`config.mk`:
```
export PLATFORM = sky130hd
export DESIGN_NAME = fpu_op_controller_flat
export DESIGN_NICKNAME = d
export VERILOG_FILES = /design/src/rtl/fpu_op_controller_if.sv /design/src/rtl/fpu_op_controller.sv /design/src/flat_wrapper.sv
export SDC_FILE = /design/constraint.sdc
export NUM_CORES = 1
export LEC_CHECK = 0
export ABC_AREA = 0
export BUFFER_PORTS_ARGS = -buffer_cell sky130_fd_sc_hd__buf_2
export CORE_ASPECT_RATIO = 0.6
export CORE_MARGIN = 5
export CORE_UTILIZATION = 40
export DETAILED_ROUTE_END_ITERATION = 8
export PLACE_DENSITY = 0.71
export SLEW_MARGIN = 10
export SYNTH_ARGS = -nofsm -noshare
export SYNTH_HDL_FRONTEND = slang
export SYNTH_SLANG_ARGS = --single-unit
```
`constraint.sdc`:
```
create_clock -name clk -period 2.1 [get_ports clk]
set_clock_uncertainty 0.1 [all_clocks]
set_input_delay 0.42 -clock clk [delete_from_list [all_inputs] [get_ports clk]]
set_output_delay 0.42 -clock clk [all_outputs]
set_load 0.005 [all_outputs]
```
`src/rtl/fpu_op_controller_if.sv`:
```
// Request, decode, core and response signal bundle for the div/sqrt
// sequencer. slave = controller side, master = environment side.
interface fpu_op_controller_if #(
    parameter int REG_SIZE = 64,
    parameter int OP_BITS  = 2
);
    logic                in_valid;
    logic                in_ready;
    logic [REG_SIZE-1:0] in_a;
    logic [REG_SIZE-1:0] in_b;
    logic [OP_BITS-1:0]  in_op;

    logic [REG_SIZE-1:0] dec_a;
    logic [REG_SIZE-1:0] dec_b;
    logic [OP_BITS-1:0]  dec_op;
    logic                dec_sign_a;
    logic                dec_sign_b;
    logic                dec_inf_a;
    logic                dec_inf_b;
    logic                dec_zero_a;
    logic                dec_zero_b;
    logic                dec_nan_a;
    logic                dec_nan_b;

    logic                core_start;
    logic                core_done;
    logic [REG_SIZE-1:0] core_result;

    logic                out_valid;
    logic                out_ready;
    logic [REG_SIZE-1:0] out_result;
    logic [2:0]          out_flags;

    modport slave (
        input  in_valid, in_a, in_b, in_op,
        output in_ready,
        output dec_a, dec_b, dec_op,
        input  dec_sign_a, dec_sign_b, dec_inf_a, dec_inf_b,
        input  dec_zero_a, dec_zero_b, dec_nan_a, dec_nan_b,
        output core_start,
        input  core_done, core_result,
        output out_valid, out_result, out_flags,
        input  out_ready
    );

    modport master (
        output in_valid, in_a, in_b, in_op,
        input  in_ready,
        input  dec_a, dec_b, dec_op,
        output dec_sign_a, dec_sign_b, dec_inf_a, dec_inf_b,
        output dec_zero_a, dec_zero_b, dec_nan_a, dec_nan_b,
        input  core_start,
        output core_done, core_result,
        input  out_valid, out_result, out_flags,
        output out_ready
    );
endinterface

```
`src/rtl/fpu_op_controller.sv`:
```
// Sequences one divide/sqrt at a time: decode, IEEE754 special-case
// shortcut or iterative core with timeout, then valid/ready result.
module fpu_op_controller #(
    parameter int REG_SIZE   = 64,
    parameter int OP_BITS    = 2,
    parameter int MAX_CYCLES = 128
) (
    input logic                clk,
    input logic                rst_n,
    fpu_op_controller_if.slave bus
);
    localparam int CNT_W = $clog2(MAX_CYCLES);

    localparam logic [63:0] QNAN_D = 64'h7FF8_0000_0000_0000;
    localparam logic [63:0] QNAN_S = 64'h0000_0000_7FC0_0000;
    localparam logic [63:0] INF_D  = 64'h7FF0_0000_0000_0000;
    localparam logic [63:0] INF_S  = 64'h0000_0000_7F80_0000;
    localparam logic [63:0] SGN_D  = 64'h8000_0000_0000_0000;
    localparam logic [63:0] SGN_S  = 64'h0000_0000_8000_0000;

    typedef enum logic [2:0] {
        IDLE,
        DECODE,
        START,
        BUSY,
        SPECIAL,
        DONE
    } stateT;

    stateT               stateQ;
    stateT               stateD;

    logic [REG_SIZE-1:0] decA;
    logic [REG_SIZE-1:0] decB;
    logic [OP_BITS-1:0]  decOp;
    logic [REG_SIZE-1:0] spcResult;
    logic [2:0]          spcFlags;
    logic [REG_SIZE-1:0] outResult;
    logic [2:0]          outFlags;
    logic [CNT_W-1:0]    cnt;

    logic                isDiv;
    logic                isDbl;
    logic                rSign;
    logic                nanIn;
    logic                limitHit;
    logic [REG_SIZE-1:0] qnanV;
    logic [REG_SIZE-1:0] infV;
    logic [REG_SIZE-1:0] signV;
    logic                spcHit;
    logic [REG_SIZE-1:0] spcRes;
    logic [2:0]          spcFlg;

    assign bus.dec_a      = decA;
    assign bus.dec_b      = decB;
    assign bus.dec_op     = decOp;
    assign bus.out_result = outResult;
    assign bus.out_flags  = outFlags;

    assign isDiv    = ~decOp[0];
    assign isDbl    = decOp[1];
    assign rSign    = bus.dec_sign_a ^ bus.dec_sign_b;
    assign nanIn    = bus.dec_nan_a | (isDiv & bus.dec_nan_b);
    assign limitHit = (cnt == CNT_W'(MAX_CYCLES - 1));

    // Width-dependent encodings of the special results
    always_comb begin
        qnanV = isDbl ? REG_SIZE'(QNAN_D) : REG_SIZE'(QNAN_S);
        infV  = isDbl ? REG_SIZE'(INF_D)  : REG_SIZE'(INF_S);
        signV = isDbl ? REG_SIZE'(SGN_D)  : REG_SIZE'(SGN_S);
    end

    // Special-case resolution in priority order from the class flags
    always_comb begin
        spcHit = 1'b1;
        spcRes = '0;
        spcFlg = 3'b000;
        priority case (1'b1)
            nanIn: begin
                spcRes = qnanV;
                spcFlg = 3'b001;
            end
            isDiv && ((bus.dec_zero_a && bus.dec_zero_b) ||
                      (bus.dec_inf_a && bus.dec_inf_b)): begin
                spcRes = qnanV;
                spcFlg = 3'b001;
            end
            !isDiv && bus.dec_sign_a && !bus.dec_zero_a: begin
                spcRes = qnanV;
                spcFlg = 3'b001;
            end
            isDiv && bus.dec_zero_b && !bus.dec_inf_a: begin
                spcRes = infV | (rSign ? signV : '0);
                spcFlg = 3'b010;
            end
            isDiv && bus.dec_inf_a: begin
                spcRes = infV | (rSign ? signV : '0);
            end
            isDiv && (bus.dec_zero_a || bus.dec_inf_b): begin
                spcRes = rSign ? signV : '0;
            end
            !isDiv && bus.dec_zero_a: begin
                spcRes = bus.dec_sign_a ? signV : '0;
            end
            !isDiv && bus.dec_inf_a: begin
                spcRes = infV;
            end
            default: spcHit = 1'b0;
        endcase
    end

    // State register
    always_ff @(posedge clk or negedge rst_n) begin
        if (!rst_n) begin
            stateQ <= IDLE;
        end else begin
            stateQ <= stateD;
        end
    end

    // Next-state and handshake outputs
    always_comb begin
        stateD         = stateQ;
        bus.in_ready   = 1'b0;
        bus.core_start = 1'b0;
        bus.out_valid  = 1'b0;
        case (stateQ)
            IDLE: begin
                bus.in_ready = 1'b1;
                if (bus.in_valid) begin
                    stateD = DECODE;
                end
            end
            DECODE: begin
                stateD = spcHit ? SPECIAL : START;
            end
            SPECIAL: begin
                stateD = DONE;
            end
            START: begin
                bus.core_start = 1'b1;
                stateD         = BUSY;
            end
            BUSY: begin
                if (bus.core_done || limitHit) begin
                    stateD = DONE;
                end
            end
            DONE: begin
                bus.out_valid = 1'b1;
                if (bus.out_ready) begin
                    stateD = IDLE;
                end
            end
            default: stateD = IDLE;
        endcase
    end

    // Operand capture, special result staging, core wait and result load
    always_ff @(posedge clk or negedge rst_n) begin
        if (!rst_n) begin
            decA      <= '0;
            decB      <= '0;
            decOp     <= '0;
            spcResult <= '0;
            spcFlags  <= 3'b000;
            outResult <= '0;
            outFlags  <= 3'b000;
            cnt       <= '0;
        end else begin
            case (stateQ)
                IDLE: begin
                    if (bus.in_valid) begin
                        decA  <= bus.in_a;
                        decB  <= bus.in_b;
                        decOp <= bus.in_op;
                    end
                end
                DECODE: begin
                    spcResult <= spcRes;
                    spcFlags  <= spcFlg;
                end
                SPECIAL: begin
                    outResult <= spcResult;
                    outFlags  <= spcFlags;
                end
                START: begin
                    cnt <= '0;
                end
                BUSY: begin
                    if (bus.core_done) begin
                        outResult <= bus.core_result;
                        outFlags  <= 3'b000;
                    end else if (limitHit) begin
                        outResult <= qnanV;
                        outFlags  <= 3'b100;
                    end else begin
                        cnt <= cnt + CNT_W'(1);
                    end
                end
                default: ;
            endcase
        end
    end
endmodule

```
`src/flat_wrapper.sv`:
```
// flat-port wrapper written by rule: the top's interface ports become plain ports
module fpu_op_controller_flat 
#(
    parameter int REG_SIZE   = 64,
    parameter int OP_BITS    = 2,
    parameter int MAX_CYCLES = 128
)
  (clk, rst_n, bus_in_valid, bus_in_a, bus_in_b, bus_in_op, bus_in_ready, bus_dec_a, bus_dec_b, bus_dec_op, bus_dec_sign_a, bus_dec_sign_b, bus_dec_inf_a, bus_dec_inf_b, bus_dec_zero_a, bus_dec_zero_b, bus_dec_nan_a, bus_dec_nan_b, bus_core_start, bus_core_done, bus_core_result, bus_out_valid, bus_out_result, bus_out_flags, bus_out_ready);
  fpu_op_controller_if #(.REG_SIZE(REG_SIZE), .OP_BITS(OP_BITS)) bus_i ();
  input logic clk;
  input logic rst_n;
  input wire logic [$bits(bus_i.in_valid)-1:0] bus_in_valid;
  input wire logic [$bits(bus_i.in_a)-1:0] bus_in_a;
  input wire logic [$bits(bus_i.in_b)-1:0] bus_in_b;
  input wire logic [$bits(bus_i.in_op)-1:0] bus_in_op;
  output wire logic [$bits(bus_i.in_ready)-1:0] bus_in_ready;
  output wire logic [$bits(bus_i.dec_a)-1:0] bus_dec_a;
  output wire logic [$bits(bus_i.dec_b)-1:0] bus_dec_b;
  output wire logic [$bits(bus_i.dec_op)-1:0] bus_dec_op;
  input wire logic [$bits(bus_i.dec_sign_a)-1:0] bus_dec_sign_a;
  input wire logic [$bits(bus_i.dec_sign_b)-1:0] bus_dec_sign_b;
  input wire logic [$bits(bus_i.dec_inf_a)-1:0] bus_dec_inf_a;
  input wire logic [$bits(bus_i.dec_inf_b)-1:0] bus_dec_inf_b;
  input wire logic [$bits(bus_i.dec_zero_a)-1:0] bus_dec_zero_a;
  input wire logic [$bits(bus_i.dec_zero_b)-1:0] bus_dec_zero_b;
  input wire logic [$bits(bus_i.dec_nan_a)-1:0] bus_dec_nan_a;
  input wire logic [$bits(bus_i.dec_nan_b)-1:0] bus_dec_nan_b;
  output wire logic [$bits(bus_i.core_start)-1:0] bus_core_start;
  input wire logic [$bits(bus_i.core_done)-1:0] bus_core_done;
  input wire logic [$bits(bus_i.core_result)-1:0] bus_core_result;
  output wire logic [$bits(bus_i.out_valid)-1:0] bus_out_valid;
  output wire logic [$bits(bus_i.out_result)-1:0] bus_out_result;
  output wire logic [$bits(bus_i.out_flags)-1:0] bus_out_flags;
  input wire logic [$bits(bus_i.out_ready)-1:0] bus_out_ready;
  assign bus_i.in_valid = bus_in_valid;
  assign bus_i.in_a = bus_in_a;
  assign bus_i.in_b = bus_in_b;
  assign bus_i.in_op = bus_in_op;
  assign bus_in_ready = bus_i.in_ready;
  assign bus_dec_a = bus_i.dec_a;
  assign bus_dec_b = bus_i.dec_b;
  assign bus_dec_op = bus_i.dec_op;
  assign bus_i.dec_sign_a = bus_dec_sign_a;
  assign bus_i.dec_sign_b = bus_dec_sign_b;
  assign bus_i.dec_inf_a = bus_dec_inf_a;
  assign bus_i.dec_inf_b = bus_dec_inf_b;
  assign bus_i.dec_zero_a = bus_dec_zero_a;
  assign bus_i.dec_zero_b = bus_dec_zero_b;
  assign bus_i.dec_nan_a = bus_dec_nan_a;
  assign bus_i.dec_nan_b = bus_dec_nan_b;
  assign bus_core_start = bus_i.core_start;
  assign bus_i.core_done = bus_core_done;
  assign bus_i.core_result = bus_core_result;
  assign bus_out_valid = bus_i.out_valid;
  assign bus_out_result = bus_i.out_result;
  assign bus_out_flags = bus_i.out_flags;
  assign bus_i.out_ready = bus_out_ready;
  fpu_op_controller #(.REG_SIZE(REG_SIZE), .OP_BITS(OP_BITS), .MAX_CYCLES(MAX_CYCLES)) u_core (.clk(clk), .rst_n(rst_n), .bus(bus_i));
endmodule
```
Yosys cells after proc, flatten, opt, wreduce, memory -nomap -nowiden
Index checks and enable logic that the tools add are counted.
Storage, ports and cells
  logic and storage cells: 92
  input bits: 207
  register bits after elaboration: 274
Operators by class
  add/subtract/negate cells: 1
  bitwise operators: 5
  mux-type cells: 42
  reductions and logical operators: 23
  equality and inequality tests: 12
Operators by type and width (number)
  64-bit 2-to-1 mux: 13
  64-bit case mux with 2 select lines: 1
  63-bit 2-to-1 mux: 2
  64-bit OR: 1
  3-bit 2-to-1 mux: 9
  3-bit case mux with 6 select lines: 1
  7-bit 2-to-1 mux: 2
  7-bit case mux with 2 select lines: 1
  1-bit logical AND: 11
  1-bit 2-to-1 mux: 11
  2-bit inequality test (second input constant): 4
  7-bit by 1-bit adder with 7-bit output (second input constant): 1
  7-bit == test (second input constant): 1
  3-bit by 2-bit == test with 1-bit output (second input constant): 2
  3-bit == test (second input constant): 2
  3-bit case mux with 2 select lines: 1
  3-bit AND reduction: 2
  2-bit AND reduction: 2
  2-bit nonzero test: 2
  3-bit by 1-bit == test with 1-bit output (second input constant): 1
  3-bit zero test: 1
  1-bit logical OR: 3
  3-bit by 2-bit inequality test with 1-bit output (second input constant): 1
  1-bit zero test: 2
  6 further kinds: 6

Longest topological paths before layout
  depth in word-level cells: 11
  gate-level depth with buffers: 7
  gate-level depth less buffers: 5

Worst setup path before layout
No wires, ideal clock.
  path type: register to register
  start point: register u_core.cnt[0]
  end point: register u_core.outResult[10], in the netlist u_core.bus.out_result[10]
  arrival time: 1.627 ns
  path slack: 0.307 ns
  data required time: 1.935 ns
  period minus slack after synthesis: 1.793 ns
  buffers on the path: 2
  setup time: 0.065 ns
  stages on the path, launching flop included: 8
  path through: dfrtp_1 ha_1 and3_1 a21o_1 a31oi_1 buf_4 buf_6 a22o_1
Between the ends
  word-level cells in the longest chain between the ends: 3
RTL lines
  start, declared: line fpu_op_controller.sv:40  | logic [CNT_W-1:0] cnt;
  start signal, assigned: line fpu_op_controller.sv:198  | cnt <= cnt + CNT_W'(1);
  7-bit == test: line fpu_op_controller.sv:64  | assign limitHit = (cnt == CNT_W'(MAX_CYCLES - 1));
  3-bit by 2-bit inequality test with 1-bit output (no source line)
  2-bit AND reduction (no source line)
  end signal, assigned: line fpu_op_controller.sv:184  | outResult <= spcResult;
  end signal, assigned: line fpu_op_controller.sv:192  | outResult <= bus.core_result;
  end signal, assigned: line fpu_op_controller.sv:195  | outResult <= qnanV;
  end, declared: line fpu_op_controller.sv:38  | logic [REG_SIZE-1:0] outResult;
No other way between the ends.
A chain may end at the register's enable or synchronous reset.

Final worst setup path
  start point: register u_core.stateQ[1]
  end point: output port bus_out_valid
Between the ends
  word-level cells in the longest chain between the ends: 2
RTL lines
  start, declared: line fpu_op_controller.sv:30  | stateT stateQ;
  start signal, assigned: line fpu_op_controller.sv:117  | stateQ <= stateD;
  3-bit == test: line fpu_op_controller.sv:127  | case (stateQ)
  1-bit 2-to-1 mux: line fpu_op_controller.sv:127
  end, declared: line flat_wrapper.sv:31  | output wire logic [$bits(bus_i.out_valid)-1:0] bus_out_valid;
No other way between the ends.

==> results.md <==
* Clock transition at the registers of the reported paths at 60 ps
* DRC viols at 0
* Endpoints failing hold at 0
* CTS Buf Count at 21
* Lkg Pwr at approximately 6.2 nW
* Io pins at between 400 and 500
* Final setup fails at 0
* CP Data Arrival Time at around 1500 ps
* Max Cap Violations at 0
* Final Wtd Congestion at 0.796
* Max Fclk at roughly 0.50 GHz
* Clock sinks at between 200 and 250
* PD cells at between 1000 and 1500 mW/mm2
* Grt ovf at 0
* Share of cells above drive strength 1 at between 50% and 60%
* Clk buf depth at 3
* Syn_nets at 760
* Relative slew slack at a little under three quarters
* DR WL/cell at roughly 20 um
* Top_reg_cell synth: dfrtp_1
* Async S/R FF share, synth at 100%
* Area leader, netlist: dfrtp_1
* Vias in the first global route at 6625
* First-pass GRT wire length at ~40 mm
* CTS tree: yes
* DR vias/cell at roughly 5.0
* Pins over their slew limit at 0
* CP Launch Type: flip-flop
* Vias at around 6400
* Synth area leaders: dfrtp_1, mux2_4, a22o_1, mux2_1, a221o_1
* M1 WL at approximately 11 mm
* # H-tree levels at 1
* Yosys cell types at 43
* Final Core Density at a little under three fifths
* Drt total wl at roughly 25 mm
* Flop and latch count out of synthesis at roughly 220
* Hold-critical path endpoint: u_core.bus.dec_a[30]$_DFFE_PN0P_
* # nets final at 1190
* Cell Area, Placed at between 0.01 and 0.015 mm2
* Post-synthesis sequential area ratio at 61.8%
* Reg2Reg Depth at 6
* GR Util All Layers at 19.3%
* Worst R2R Setup Slack at around 100 ps
* Post-DRT Antenna Nets at 0
* Post-synth top area share at 61.8%
* Site row count at 41
* Initial core utilization at approximately two fifths
* Routed length on met2 at about 12 mm
* Peak VDD IR at slightly below 0.7 mV
* HP Class: input port to flip-flop
* Worst Tran Pin Value at between 400 and 500 ps
* RSZ-0062 raised after global routing: false
* R2R Path End: u_core.bus.out_result[52]$_DFFE_PN0P_
* Status: completed
* Most frequent cell after synthesis: dfrtp_1
* Yosys warns at 0
* Core ar. at between 0.02 and 0.025 mm2
* Die Y at 124 um
* Area grow syn2layout at 37.2%
* Setup TNS at 0 ps
* Antenna violations before repair at 4
* Design area at roughly 0.012 mm2
* Die X-Extent at 200 um
* EDFF count, synth at 0
* Syn avg cell area at around 16 um2
* I/O Buffers at 406
* Area of the mapped netlist at 0.00871 mm2
* Drt pass-1 iters at 4
* Hold path depth at 2
* Hold path start: bus_in_a[30]
* Worst r2r src: u_core.cnt[0]$_DFFE_PN0P_
* Die area at between 0.02 and 0.025 mm2
* CP Capture Type: output port
* 1st-iter DRT viols at 350
* Largest net degree at the start of global routing at 56
* CTS root buf: clkbuf_16
* Later-pin clock latency in the skew report at around 480 ps
* CP Max Fanout at 11
* Hold WS at between 40 and 50 ps
* Final min period at 2010 ps
* Final Cycle Share at between 90% and 100%
* DR top layer: met5
* Mapped Cells at ~550
* WP data required at 1580 ps
* Top cells by count, synth: dfrtp_1, mux2_4, a22o_1
* Worst Setup Path Type: flip-flop to output port
* WL met3 at 1.93 mm
* Hpwl dp at ~19 mm
## cell type report
| type | instances | area, um2 |
|---|---|---|
| well taps | 279 | 349 |
| repair buffers | 441 | 2420 |
| flip-flops and latches | 215 | 5380 |
| inverters | 4 | 15.0 |
| multi-input cells | 299 | 3070 |
| clock buffers | 31 | 633 |
| clock inverters | 6 | 67.6 |
| fillers | 1722 | 9240 |
| diodes | 1 | 2.50 |
## how the worst max path moves through the flow
stage,slack [ps],end,start
5_1_grt,7,u_core.bus.out_result[52]$_DFFE_PN0P_,u_core.cnt[0]$_DFFE_PN0P_
3_3_place_gp,190,u_core.bus.out_result[57]$_DFFE_PN0P_,u_core.cnt[0]$_DFFE_PN0P_
6_report,90,bus_out_valid,u_core.stateQ[1]$_DFFE_PN0P_
2_1_floorplan,310,u_core.bus.out_result[10]$_DFFE_PN0P_,u_core.cnt[0]$_DFFE_PN0P_
4_1_cts,20,bus_out_valid,u_core.stateQ[1]$_DFFE_PN0P_
3_5_place_dp,150,u_core.bus.out_result[52]$_DFFE_PN0P_,u_core.cnt[0]$_DFFE_PN0P_
## through the flow
| step | power [W] | std cells | worst slack, ps |
|---|---|---|---|
| floorplan | 0.0102 | 552 | 307 |
| global placement | 0.0128 | 1235 | 192 |
| detailed placement | 0.0130 | 1235 | 154 |
| CTS | 0.0168 | 1273 | 24.7 |
| global route | 0.0176 | 1275 | 7.38 |
| finish | 0.0167 | 1276 | 89.4 |
## sequential cells by signal, summed over array words and instances, names as in the netlist
signal and count:
u_core.bus.dec_b 64, u_core.bus.out_flags 3, u_core.bus.dec_a 64, u_core.spcResult 6, u_core.bus.out_result 64, u_core.cnt 7
u_core.spcFlags 2, u_core.bus.dec_op 2, u_core.stateQ 3
## layer usage
layer | vias to the layer above | global-route usage (%)
li1 | 2900 | -
met1 | 3181 | 26.1
met2 | 236 | 31.0
met3 | 41 | 6.27
met4 | 8 | 3.36
met5 | - | 0
## where the power goes
group          total, W  leakage [nW]  internal, W  switching [W]
logic           0.00618          3.23      0.00362        0.00255
clock network   0.00378         0.339      0.00222        0.00156
registers       0.00671          2.67      0.00578       0.000935
## layout by cell type (no fill, tap or decap), drive strengths merged, types with 2 or more instances in the layout
cell type | synthesis | final
buf | 31 | 440
dfrtp | 215 | 215
mux2 | 130 | 130
a22o | 53 | 53
clkbuf | 3 | 31
a221o | 19 | 19
nand2 | 13 | 13
o21ai | 13 | 13
nor2 | 11 | 11
nand3 | 7 | 7
a21oi | 5 | 5
nor3 | 5 | 5
inv | 4 | 4
a21o | 4 | 4
nand2b | 4 | 4
or3 | 3 | 3
and3 | 3 | 3
nor2b | 3 | 3
clkinv | 0 | 3
nor3b | 2 | 2
o41ai | 2 | 2
o31ai | 2 | 2
o211ai | 2 | 2
nand3b | 2 | 2
a211o | 2 | 2
clkinvlp | 0 | 2
and2 | 2 | 2
a31oi | 2 | 2
## cell families (layout without fill, tap and decap cells)
family	after synthesis	after routing	synth area share, %
flip-flops	215	215	61.8
adder cells (fa/ha/maj)	1	1	0.144
XOR/XNOR	2	2	0.201
AO/OA/AOI/OAI	108	108	10.2
other	0	1	0
buffers and inverters	38	482	3.19
AND/OR/NAND/NOR	58	58	3.81
multiplexers	130	130	20.6
## timing repair
item	4_1_cts	5_1_grt
hold buffers	1	0
hold endpoints to repair	41	0
gates resized for setup	2	2
gates cloned	0	0
setup endpoints to repair	2	2
setup buffers	0	2
## critical path, cell delays in order, from the launching register on
cell,delay [ps]
dfrtp_1,390
buf_4,200
nor2b_2,150
and2_1,150
buf_2,120
(Power assumes the default switching activity.)
